### src/rtl/result_reader.sv
// result_reader: reads the M x T result matrix back from the 16 x 64-bit output
// SRAM and streams it to the host, row-major, over a valid/ready interface.
// Each SRAM word carries four 16-bit elements; column 0 is the MSB slice.
// Optional build macro RESULT_READER_PREFETCH_EN: double-buffers the SRAM word and
// issues the next read while the last element of the current word is on the
// bus, removing the per-word bubbles.
module result_reader #(
  parameter int ELEM_W  = 16,
  parameter int WORD_W  = 64,
  parameter int ADDR_W  = 4,
  parameter int MAX_DIM = 8
) (
  input  logic              CLK,
  input  logic              RSTN,
  input  logic [11:0]       MNT,
  input  logic              START,
  output logic              EN_O,
  output logic              RW_O,
  output logic [ADDR_W-1:0] ADDR_O,
  input  logic [WORD_W-1:0] RDATA_O,
  output logic              OUT_VALID,
  input  logic              OUT_READY,
  output logic [ELEM_W-1:0] OUT_DATA,
  output logic              OUT_LAST,
  output logic              BUSY,
  output logic              DONE
);

  typedef enum logic [2:0] {
    S_IDLE,
    S_SKIP,
    S_RD,
    S_WT,
    S_SEND,
    S_FIN
  } state_t;

  state_t            r_state;
  state_t            w_state_next;

  logic [3:0]        r_m;
  logic [3:0]        r_t;
  logic [3:0]        r_row;
  logic [3:0]        r_col;

  logic [3:0]        w_m_clamp;
  logic [3:0]        w_t_clamp;
  logic              w_hs;
  logic              w_row_end;
  logic              w_word_end;
  logic              w_last;
  logic [WORD_W-1:0] w_word;
  logic [ELEM_W-1:0] w_elem;
  logic              w_unused_n;

`ifdef RESULT_READER_PREFETCH_EN
  logic [WORD_W-1:0] r_buf [2];
  logic              r_cur;       // buffer holding the word now being streamed
  logic              r_dst;       // buffer the in-flight read lands in
  logic              r_inflight;  // a prefetch read was issued last cycle
  logic              r_issued;    // prefetch for the current word end already sent
  logic              w_issue;
  logic [ADDR_W-1:0] w_next_addr;
`else
  logic [WORD_W-1:0] r_buf;
`endif

  // N is irrelevant to the readout; keep it visibly consumed
  assign w_unused_n = ^MNT[7:4];

  // Dimensions above MAX_DIM are clamped at capture time
  assign w_m_clamp = (MNT[11:8] > 4'(MAX_DIM)) ? 4'(MAX_DIM) : MNT[11:8];
  assign w_t_clamp = (MNT[3:0]  > 4'(MAX_DIM)) ? 4'(MAX_DIM) : MNT[3:0];

  assign w_hs       = (r_state == S_SEND) && OUT_READY;
  assign w_row_end  = (r_col == r_t - 4'd1);
  assign w_word_end = w_row_end || (r_col[1:0] == 2'd3);
  assign w_last     = w_row_end && (r_row == r_m - 4'd1);

`ifdef RESULT_READER_PREFETCH_EN
  // A word whose read is still in flight is presented straight from the SRAM bus
  assign w_word = (r_inflight && (r_dst == r_cur)) ? RDATA_O : r_buf[r_cur];
  // Next word: first word of the next row, or the upper half of this row
  assign w_next_addr = w_row_end ? 4'({r_row[2:0], 1'b0} + 4'd2) : {r_row[2:0], 1'b1};
`else
  assign w_word = r_buf;
`endif

  // Column c lives in bits [63-16*(c%4) -: 16]
  assign w_elem = w_word[{~r_col[1:0], 4'b0000} +: ELEM_W];

  assign RW_O = 1'b0;

  // State register
  always_ff @(posedge CLK or negedge RSTN) begin
    if (!RSTN) begin
      r_state <= S_IDLE;
    end else begin
      r_state <= w_state_next;
    end
  end

  // Next-state and output decode
  always_comb begin
    w_state_next = r_state;
    EN_O         = 1'b0;
    ADDR_O       = '0;
    OUT_VALID    = 1'b0;
    OUT_DATA     = '0;
    OUT_LAST     = 1'b0;
    BUSY         = 1'b0;
    DONE         = 1'b0;
`ifdef RESULT_READER_PREFETCH_EN
    w_issue      = 1'b0;
`endif
    case (r_state)
      S_IDLE: begin
        if (START) begin
          w_state_next = ((w_m_clamp == 4'd0) || (w_t_clamp == 4'd0)) ? S_SKIP : S_RD;
        end
      end
      S_SKIP: begin
        BUSY         = 1'b1;
        w_state_next = S_FIN;
      end
      S_RD: begin
        BUSY         = 1'b1;
        EN_O         = 1'b1;
        ADDR_O       = {r_row[2:0], r_col[2]};
        w_state_next = S_WT;
      end
      S_WT: begin
        BUSY         = 1'b1;
        w_state_next = S_SEND;
      end
      S_SEND: begin
        BUSY      = 1'b1;
        OUT_VALID = 1'b1;
        OUT_DATA  = w_elem;
        OUT_LAST  = w_last;
`ifdef RESULT_READER_PREFETCH_EN
        if (w_word_end && !w_last && !r_issued) begin
          w_issue = 1'b1;
          EN_O    = 1'b1;
          ADDR_O  = w_next_addr;
        end
        if (w_hs && w_last) begin
          w_state_next = S_FIN;
        end
`else
        if (w_hs) begin
          if (w_last) begin
            w_state_next = S_FIN;
          end else if (w_word_end) begin
            w_state_next = S_RD;
          end
        end
`endif
      end
      S_FIN: begin
        DONE         = 1'b1;
        w_state_next = S_IDLE;
      end
      default: w_state_next = S_IDLE;
    endcase
  end

  // Dimension capture, row/col walk and word buffering
  always_ff @(posedge CLK or negedge RSTN) begin
    if (!RSTN) begin
      r_m        <= '0;
      r_t        <= '0;
      r_row      <= '0;
      r_col      <= '0;
`ifdef RESULT_READER_PREFETCH_EN
      r_buf[0]   <= '0;
      r_buf[1]   <= '0;
      r_cur      <= 1'b0;
      r_dst      <= 1'b0;
      r_inflight <= 1'b0;
      r_issued   <= 1'b0;
`else
      r_buf      <= '0;
`endif
    end else begin
      if ((r_state == S_IDLE) && START) begin
        r_m      <= w_m_clamp;
        r_t      <= w_t_clamp;
        r_row    <= '0;
        r_col    <= '0;
`ifdef RESULT_READER_PREFETCH_EN
        r_cur    <= 1'b0;
        r_issued <= 1'b0;
`endif
      end
      if (w_hs && !w_last) begin
        if (w_row_end) begin
          r_col <= '0;
          r_row <= r_row + 4'd1;
        end else begin
          r_col <= r_col + 4'd1;
        end
      end
`ifdef RESULT_READER_PREFETCH_EN
      if (r_state == S_WT) begin
        r_buf[r_cur] <= RDATA_O;
      end
      r_inflight <= w_issue;
      if (w_issue) begin
        r_dst <= ~r_cur;
      end
      if (r_inflight) begin
        r_buf[r_dst] <= RDATA_O;
      end
      if (w_hs && w_word_end) begin
        r_cur    <= ~r_cur;
        r_issued <= 1'b0;
      end else if (w_issue) begin
        r_issued <= 1'b1;
      end
`else
      if (r_state == S_WT) begin
        r_buf <= RDATA_O;
      end
`endif
    end
  end

endmodule

### config.mk
export PLATFORM = sky130hd
export DESIGN_NAME = result_reader
export DESIGN_NICKNAME = d
export VERILOG_FILES = /design/src/rtl/result_reader.sv
export SDC_FILE = /design/constraint.sdc
export NUM_CORES = 1
export LEC_CHECK = 0
export ABC_CLOCK_PERIOD_IN_PS = 2900
export BUFFER_PORTS_ARGS = -buffer_cell sky130_fd_sc_hd__buf_2
export CAP_MARGIN = 25
export CORE_UTILIZATION = 24
export CTS_CLUSTER_DIAMETER = 50
export CTS_CLUSTER_SIZE = 14
export DETAILED_ROUTE_END_ITERATION = 10
export PLACE_DENSITY = 0.53
export SLEW_MARGIN = 30
export SYNTH_ARGS = -nofsm -noshare
export SYNTH_HDL_FRONTEND = slang
export SYNTH_SLANG_ARGS = --single-unit
### constraint.sdc
create_clock -name CLK -period 2.9 [get_ports CLK]
set_clock_uncertainty 0.2 [all_clocks]
set_input_delay 0.29 -clock CLK [delete_from_list [all_inputs] [get_ports CLK]]
set_output_delay 0.29 -clock CLK [all_outputs]
set_load 0.01 [all_outputs]
# After elaboration in Yosys (flattened, before gate mapping)
# Cells that the tools add are included.
word_totals:
  in_bits: 80
  ram_bits: 0
  rom_bits: 0
  memories: 0
  reg_bits: 83
  output_inout_bits: 26
  latch_bits: 0
classes:
  mux: 21
  mul: 0
  addsub: 4
  n_bitwise: 1
  div: 0
  n_reduce_logical: 13
  shifts: 1
  order_cmp: 2
  eq_ne: 11
op_table:
  columns: ["op", "n"]
  rows:
  - ["64-bit by 7-bit indexed part select with 16-bit output", 1]
  - ["4-bit 2-to-1 mux", 9]
  - ["16-bit 2-to-1 mux", 1]
  - ["3-bit one-hot mux with 5 select lines", 1]
  - ["3-bit 2-to-1 mux", 4]
  - ["4-bit by 1-bit adder with 4-bit output (second input constant)", 2]
  - ["4-bit equality test", 2]
  - ["4-bit > comparator (second input constant)", 2]
  - ["4-bit logical NOT", 2]
  - ["4-bit by 1-bit subtractor with 4-bit output (second input constant)", 2]
  - ["3-bit by 2-bit equality test with 1-bit output (second input constant)", 2]
  - ["3-bit equality test (second input constant)", 2]
  - ["1-bit 2-to-1 mux", 5]
  - ["1-bit logical AND", 4]
  - ["2-bit inequality test (second input constant)", 2]
  - ["4-bit OR reduction", 1]
  - ["3-bit by 1-bit equality test with 1-bit output (second input constant)", 1]
  - ["3-bit logical NOT", 1]
  - ["3-bit inequality test (second input constant)", 1]
  - ["3-bit AND reduction", 1]
  - ["2-bit equality test (second input constant)", 1]
  - ["1-bit logical OR", 2]
  - ["2-bit 2-to-1 mux", 1]
  - ["2-bit NOT", 1]
  - ["2 further kinds", 2]

# Longest topological paths before layout
# Gate-level depths: netlist of run 1.
logic_depth:
  depth_word: 7
  mapped_depth: 7
  ltp_nobuf: 7

# Worst setup path after synthesis of run 1
# No wires, ideal clock.
synth_path:
  kind: "reg2out"
  start: "register r_m[0]"
  end: "output OUT_LAST"
  path_buffers: 0
  setup_slack_ns: 0.796
  arrival_time_ns: 1.614
  t_required_ns: 2.410
  path_stages_with_launch: 8
  path_cell_list: "dfrtp_1 -> inv_1 -> ha_1 -> xor3_1 -> nor3_1 -> nor4bb_4 -> nand2_1 -> inv_1"
synth_via:
  elab_chain_cells: 4
synth_rtl:
  columns: ["element", "line", "text"]
  rows:
  - ["start: declaration", "41", "logic [3:0] r_m;"]
  - ["start signal: assignment", "187", "r_m <= w_m_clamp;"]
  - ["4-bit by 1-bit subtractor with 4-bit output", "78", "assign w_last = w_row_end && (r_row == r_m - 4'd1);"]
  - ["4-bit equality test", "78", null]
  - ["1-bit logical AND", "78", null]
  - ["1-bit 2-to-1 mux", "116", "case (r_state)"]
  - ["end: declaration", "24", "output logic OUT_LAST,"]
# No other way between the ends.

# Final worst setup path of run 1
# Ends and elaborated chain as after synthesis.

==> results of run 1 <==
[layout by cell type, fill, tap and decap left out, drive strengths merged, types with 2 or more instances in the layout]
cell         netlist  layout
xor2               4       4
nand3b             4       4
mux4              16      16
nor4               2       2
xnor2              6       6
ha                 4       4
bufinv             0       2
clkinvlp           0       3
nor2b              3       3
dfrtp             83      83
nand4              2       2
buf               10     110
nand2b             7       7
nand2             14      14
a31oi              3       3
dlygate4sd3        0      68
o21ai              7       7
nor3               4       4
and2               4       4
mux2              67      67
clkbuf             7       9
mux2i              3       3
inv                9      11
nand3              4       4
nor2               7       7
and3              17      17
[worst reg2reg max path, cell delays in order, from the launching register on]
cell	delay, ns
dfrtp_1	0.41
inv_1	0.07
ha_1	0.14
xor3_1	0.41
nor3_2	0.17
nor4bb_4	0.32
buf_4	0.17
o21a_1	0.18
mux2_2	0.16
[stage by stage]
stage | std cells | util (%)
after floorplan | 303 | -
after global placement | 615 | 29.3
after detailed placement | 615 | 29.3
after CTS | 699 | 35.4
after global routing | 700 | 35.5
final | 700 | 35.5
[registers in the layout (all words and copies together) (netlist names)]
name / flops
r_buf: 64
r_col: 4
r_m: 4
r_row: 4
r_t: 4
r_state: 3
[how the worst max path moves through the flow]
stage | slack, ns | from | endpoint | cells past startpoint
finish | 0.20 | r_m[0] | OUT_LAST | 8
global route | -0.01 | r_m[0] | OUT_LAST | 8
CTS | 0.05 | r_m[0] | OUT_LAST | 8
detailed placement | 0.47 | r_m[0] | OUT_LAST | 8
global placement | 0.49 | r_m[0] | OUT_LAST | 8
floorplan | 0.80 | r_m[0] | OUT_LAST | 7
[timing repair]
action                                  CTS  global route
buffers inserted                          0             1
endpoints found under the hold margin   137             0
hold buffers                             68             0
endpoints found under the setup margin    0             1
gates resized for setup                   0             1
[power by group through the flow]
stage	logic, W	clock network [W]	registers [W]
final	0.00209	0.00126	0.00205
after global routing	0.00229	0.00135	0.00213
after CTS	0.00211	0.00131	0.00204
after global placement	0.00198	0	0.00203
after floorplan	0.00157	0	0.00192
after detailed placement	0.00203	0	0.00206
[layer usage]
metal  up-vias  track usage [%]  wire length (um)
met5         -                0                 0
met4         0             6.58               210
met3        14             2.46               354
met2        73             23.2              5410
met1      1570             15.0              4340
li1       1440                -                 -
[final cells by class]
class / instances / share of cell area, %
well taps: 220 / 4.67
repair buffers: 178 / 21.9
flip-flops and latches: 83 / 35.3
clock inverters: 7 / 1.70
inverters: 9 / 0.574
clock buffers: 9 / 3.82
multi-input cells: 194 / 32.1
[cells by family after synthesis]
family / count (synthesis)
AOI/OAI and AO/OA: 19
xor gates and xnor gates: 12
adders and majority gates: 4
buffers and inverters: 26
DFF: 83
muxes: 86
other: 1
and+or+nand+nor: 72
==> impl_metrics.toml, run 1 <==
[run_status]
status = "complete, no violations"

[worst_hold_path]
hp-start = "MNT[1]"
hold_class = "in2reg"
hold_end = "r_t[1]"
holdPathStages = 3

[global_route]
grt_start_max_net_pins = 73
grt.total_usage_pct = 13.1
antenna_found_initial = 0
grt-ovfl-total = 0
grt_pass1_wl_um = 17600
grt_pass1_vias = 3501

[place]
routabilityCongestion = 0.743
hpwl_um = 6650
pre_cts_slack_ns = 0.474
place_area_mm2 = 0.00487
port_buffers = 100

[yosys]
ys_types = 41
synthTopCellsByCount = "dfrtp_1 (83), mux2_2 (67), and3_1 (17)"
synth-async-reset-ratio_pct = 100
synth_xor_area_share_pct = 3.28
netlist_instances = 303
synth.most_common_cell = "dfrtp_1"
synth_mux_area_share_pct = 28.1
syn_area_mm2 = 0.00408
yosysWarnings = 0
synth.top_cell.area_share_pct = 51.0
synth.area.top_cells = "dfrtp_1 (51%), mux2_2 (19%), mux4_2 (8.8%)"
synth_top_family_by_area = "multiplexers"
yosys.area_share.simple_pct = 10.3
synth-edff-count = 0
synth_nets = 387
synth_compound_area_share_pct = 3.16
postSynthAreaPerCell_um2 = 13.5
synthFlopType = "dfrtp_1"
ys_seq_area_share_pct = 51.0
synthAdderAreaFrac_pct = 1.23
synth-seq-cells = 83
yosysTopAreaCell = "dfrtp_1"

[floorplan]
start_util_pct = 24.6
die_w_um = 132
core_area_mm2 = 0.0166
die_h_um = 132
io-pin-count = 106
num_rows = 47
dieArea_mm2 = 0.0175

[worst_setup_path]
worstReg2RegStart = "r_m[0]"
worstRegToRegCells = 8
r2r_end = "r_col[0]"
path_cells = "inv_1 -> ha_1 -> xor3_1 -> nor3_2 -> nor4bb_4 -> nand2_1 -> inv_1 -> buf_2"
cp-start-kind = "register"
slowest_delay_ns = 0.41
crit_slowest_cell = "dfrtp_1"
arrival_ns = 2.21
cp_max_fo = 4
path_class = "reg2out"
rrSetupSlack_ns = 0.60
cp_common_cell = "inv_1"
crit_family = "simple AND/OR/NAND/NOR gates"
critPathBufInv = 3
cp-end-kind = "output port"
critPathRequiredTime_ns = 2.41

[power_and_ir_drop]
switching_power_w = 0.00170
combPwrFrac_pct = 38.6
seqPwrFrac_pct = 38.0
p_total_w = 0.00540
intPower_w = 0.00370
power.share.clock_pct = 23.3
power_density_mw_per_mm2 = 917
max-vdd-ir-drop_mv = 0.283
power.leakage_nw = 2.70
switching_share_pct = 31.4

[layout]
syn_to_final_growth_pct = 44.4
drive_gt1_share_pct = 44.6
final_area_mm2 = 0.00589
fillers = 1660
fin_nets = 559
multiInputGateArea_mm2 = 0.00189
seqCellArea_mm2 = 0.00208
insertedDiodeCount = 0

[routing]
vias_per_cell = 4.42
totalWireLength_um = 10300
avgRoutedWirePerCell_um = 14.7
drtAntennaViolNets = 0
drtIter0Drc = 93
vias = 3097
route.detailed.drc = 0
dr.pass1.iters = 4

[timing]
setup_viol = 0
relSlewSlack_pct = 54.8
timing.fmax_ghz = 0.370
fin_ws_ns = 0.201
worst_slew_pin_slew_ns = 0.677
setup_tns_ns = 0
hold_ws_ns = 0.0172
finalCriticalPeriod_ns = 2.70
hold_violations = 0
fin_crit_sh_pct = 93.1
slew_viol_final = 0

[clock_tree]
htree_levels = 3
cts_max_path_buffers = 2
clock-sinks = 83
clockRootBuffer = "clkbuf_16"
clkTransAtPathRegs_ns = 0.07
cts_made_buffers = 9
worstSkewPairLatency_ns = 0.35
cts_tree = "done"

[flow_run]
maxCapViolCount = 0
(Power assumes the default switching activity.)
==> run 2, diff against run 1 <==
ABC_AREA = 1   (was unset)
PLACE_DENSITY = 0.52   (was 0.53)
==> run 2 against run 1 <==
Largest power group unchanged. Critical path type unchanged. Register-to-register slack improved by 0.35 ns. Routed wire length increased by 19%. Sequential power about the same. Flip-flop and latch count unchanged. Largest cell class is now multi-input gates.
==> impl_metrics.toml, run 2 <==
[run_status]
status = "complete, no violations"

[power_and_ir_drop]
power.leakage_nw = 3.19
power_density_mw_per_mm2 = 941
max-vdd-ir-drop_mv = 0.419

[layout]
fin_nets = 699
final_cell_mix = "buf_2 (99), dfrtp_1 (83), nor2_1 (81), dlygate4sd3_1 (65), mux2_4 (60)"
syn_to_final_growth_pct = 35.5
fillers = 1925
insertedDiodeCount = 0
multiInputGateArea_mm2 = 0.00218
final_area_mm2 = 0.00626
largest_register = "r_buf"
largest_register_ff_count = 64
drive_gt1_share_pct = 34.0
layout_commonest_cell = "buf_2"
seqCellArea_mm2 = 0.00208

[floorplan]
die_h_um = 141
die_w_um = 141
dieArea_mm2 = 0.0198
start_util_pct = 24.6
num_rows = 50
io-pin-count = 106
core_area_mm2 = 0.0188

[global_route]
grt_pass1_wl_um = 20300
grt_start_max_net_pins = 65
grt_pass1_vias = 4009
antenna_found_initial = 0
grt.total_usage_pct = 13.3
grt-ovfl-total = 0

[timing]
fin_crit_sh_pct = 84.8
finalCriticalPeriod_ns = 2.46
hold_violations = 0
setup_tns_ns = 0
relSlewSlack_pct = 50.7
grt_setup_unrepaired = "false"
setup_viol = 0
slew_viol_final = 0
timing.fmax_ghz = 0.407
worst_slew_pin_slew_ns = 0.740

[clock_tree]
cts_hold_buf = 65
clock-sinks = 83
cts_made_buffers = 9
ctsResizeCount = 0
cts_max_path_buffers = 2
clkTransAtPathRegs_ns = 0.06
post_cts_buffers = 0
cts_tree = "done"
worstSkewPairLatency_ns = 0.34
clockRootBuffer = "clkbuf_16"
htree_levels = 3

[routing]
vias = 3645
drtIter0Drc = 147
vias_per_cell = 4.27
route.detailed.drc = 0
avgRoutedWirePerCell_um = 14.4
drtAntennaViolNets = 0
dr.pass1.iters = 4
totalWireLength_um = 12300

[place]
place_area_mm2 = 0.00527
port_buffers = 100
routabilityCongestion = 0.798
hpwl_um = 8500

[yosys]
postSynthAreaPerCell_um2 = 10.2
synth-async-reset-ratio_pct = 100
synthTopCellsByCount = "dfrtp_1 (83), nor2_1 (81), mux2_4 (60)"
synth.most_common_cell = "dfrtp_1"
synth-edff-count = 0
synthFlopType = "dfrtp_1"
synth-seq-cells = 83
ys_seq_area_share_pct = 45.0
yosysTopAreaCell = "dfrtp_1"
netlist_instances = 453
synth_nets = 537
ys_types = 35
synth.top_cell.area_share_pct = 45.0
synth.area.top_cells = "dfrtp_1 (45%), mux2_4 (20%), nor2_1 (6.6%)"
syn_area_mm2 = 0.00462
yosysWarnings = 0

[worst_setup_path]
path_class = "reg2out"
cp-end-kind = "output port"
cp_max_fo = 4
critPathRequiredTime_ns = 2.41
arrival_ns = 1.97
cp-start-kind = "register"

[worst_hold_path]
hold_class = "in2reg"

[flow_run]
maxCapViolCount = 0
run 2: changes by cell type after synthesis, moves of 19 or more:
cell,delta
inv_1,+23
mux2_2,-63
o21ai_0,+26
a21oi_1,+19
mux2_4,+60
nand2_1,+38
nor2_1,+74
run 2: worst paths after layout:
check,cells past startpoint,end,slack (ns),startpoint
max in group asynchronous,3,r_buf[15],1.58,RSTN
max reg2reg,7,r_row[0],0.95,r_state[1]
min in group asynchronous,2,r_row[2],0.29,RSTN
min,2,r_buf[31],0.006,RDATA_O[31]
min reg2reg,1,r_buf[39],0.31,r_buf[39]
max,13,OUT_LAST,0.44,r_t[0]
run 2: power breakdown:
group | leakage, nW | internal [W] | switching (W)
registers | 0.994 | 0.00171 | 0.000347
clock network | 0.167 | 0.000846 | 0.000501
logic | 2.03 | 0.00129 | 0.00121
run 2: critical path, stage by stage, from the launching register on:
cell and delay [ns]:
dfrtp_1 0.37, inv_1 0.09, ha_1 0.30, inv_1 0.04
nand2_1 0.05, nand2_1 0.06, inv_1 0.05, nand2_1 0.04
nor2_1 0.09, nand2_1 0.12, nor2_2 0.14, nand2_1 0.08
inv_1 0.07, buf_2 0.13
run 2: logic make-up after synthesis:
group / synth area share (%)
AND/OR/NAND/NOR: 17.2
flip-flops: 45.0
multiplexers: 20.5
AO/OA/AOI/OAI: 7.48
buffers and inverters: 7.75
XOR/XNOR: 0.948
adder cells (fa/ha/maj): 1.08
other: 0.0812
run 2: cell type report:
cell class,count,share of cell area (%)
flip-flops and latches,83,33.2
clock buffers,10,3.66
multi-input cells,310,34.9
well taps,234,4.68
inverters,41,2.58
repair buffers,170,19.2
clock inverters,6,1.80
run 2: layer usage:
metal  track usage, %  up-vias  wire (um)
met2             22.1       97       5620
met3             4.31       15        776
met5                0        -          0
met1             16.4     1729       5740
met4             3.72        0        170
li1                 -     1804          -
run 2: stage by stage:
stage / util, % / worst slack, ns / hold slack [ns] / total power (W) / cells
floorplan: - / 1.02 / -0.206 / 0.00395 / 453
global placement: 28.1 / 0.790 / 0.130 / 0.00449 / 773
global route: 33.4 / 0.118 / 0.000727 / 0.00637 / 854
detailed placement: 28.1 / 0.791 / 0.130 / 0.00452 / 773
CTS: 33.4 / 0.420 / 0.000891 / 0.00596 / 854
finish: 33.4 / 0.440 / 0.00569 / 0.00589 / 854
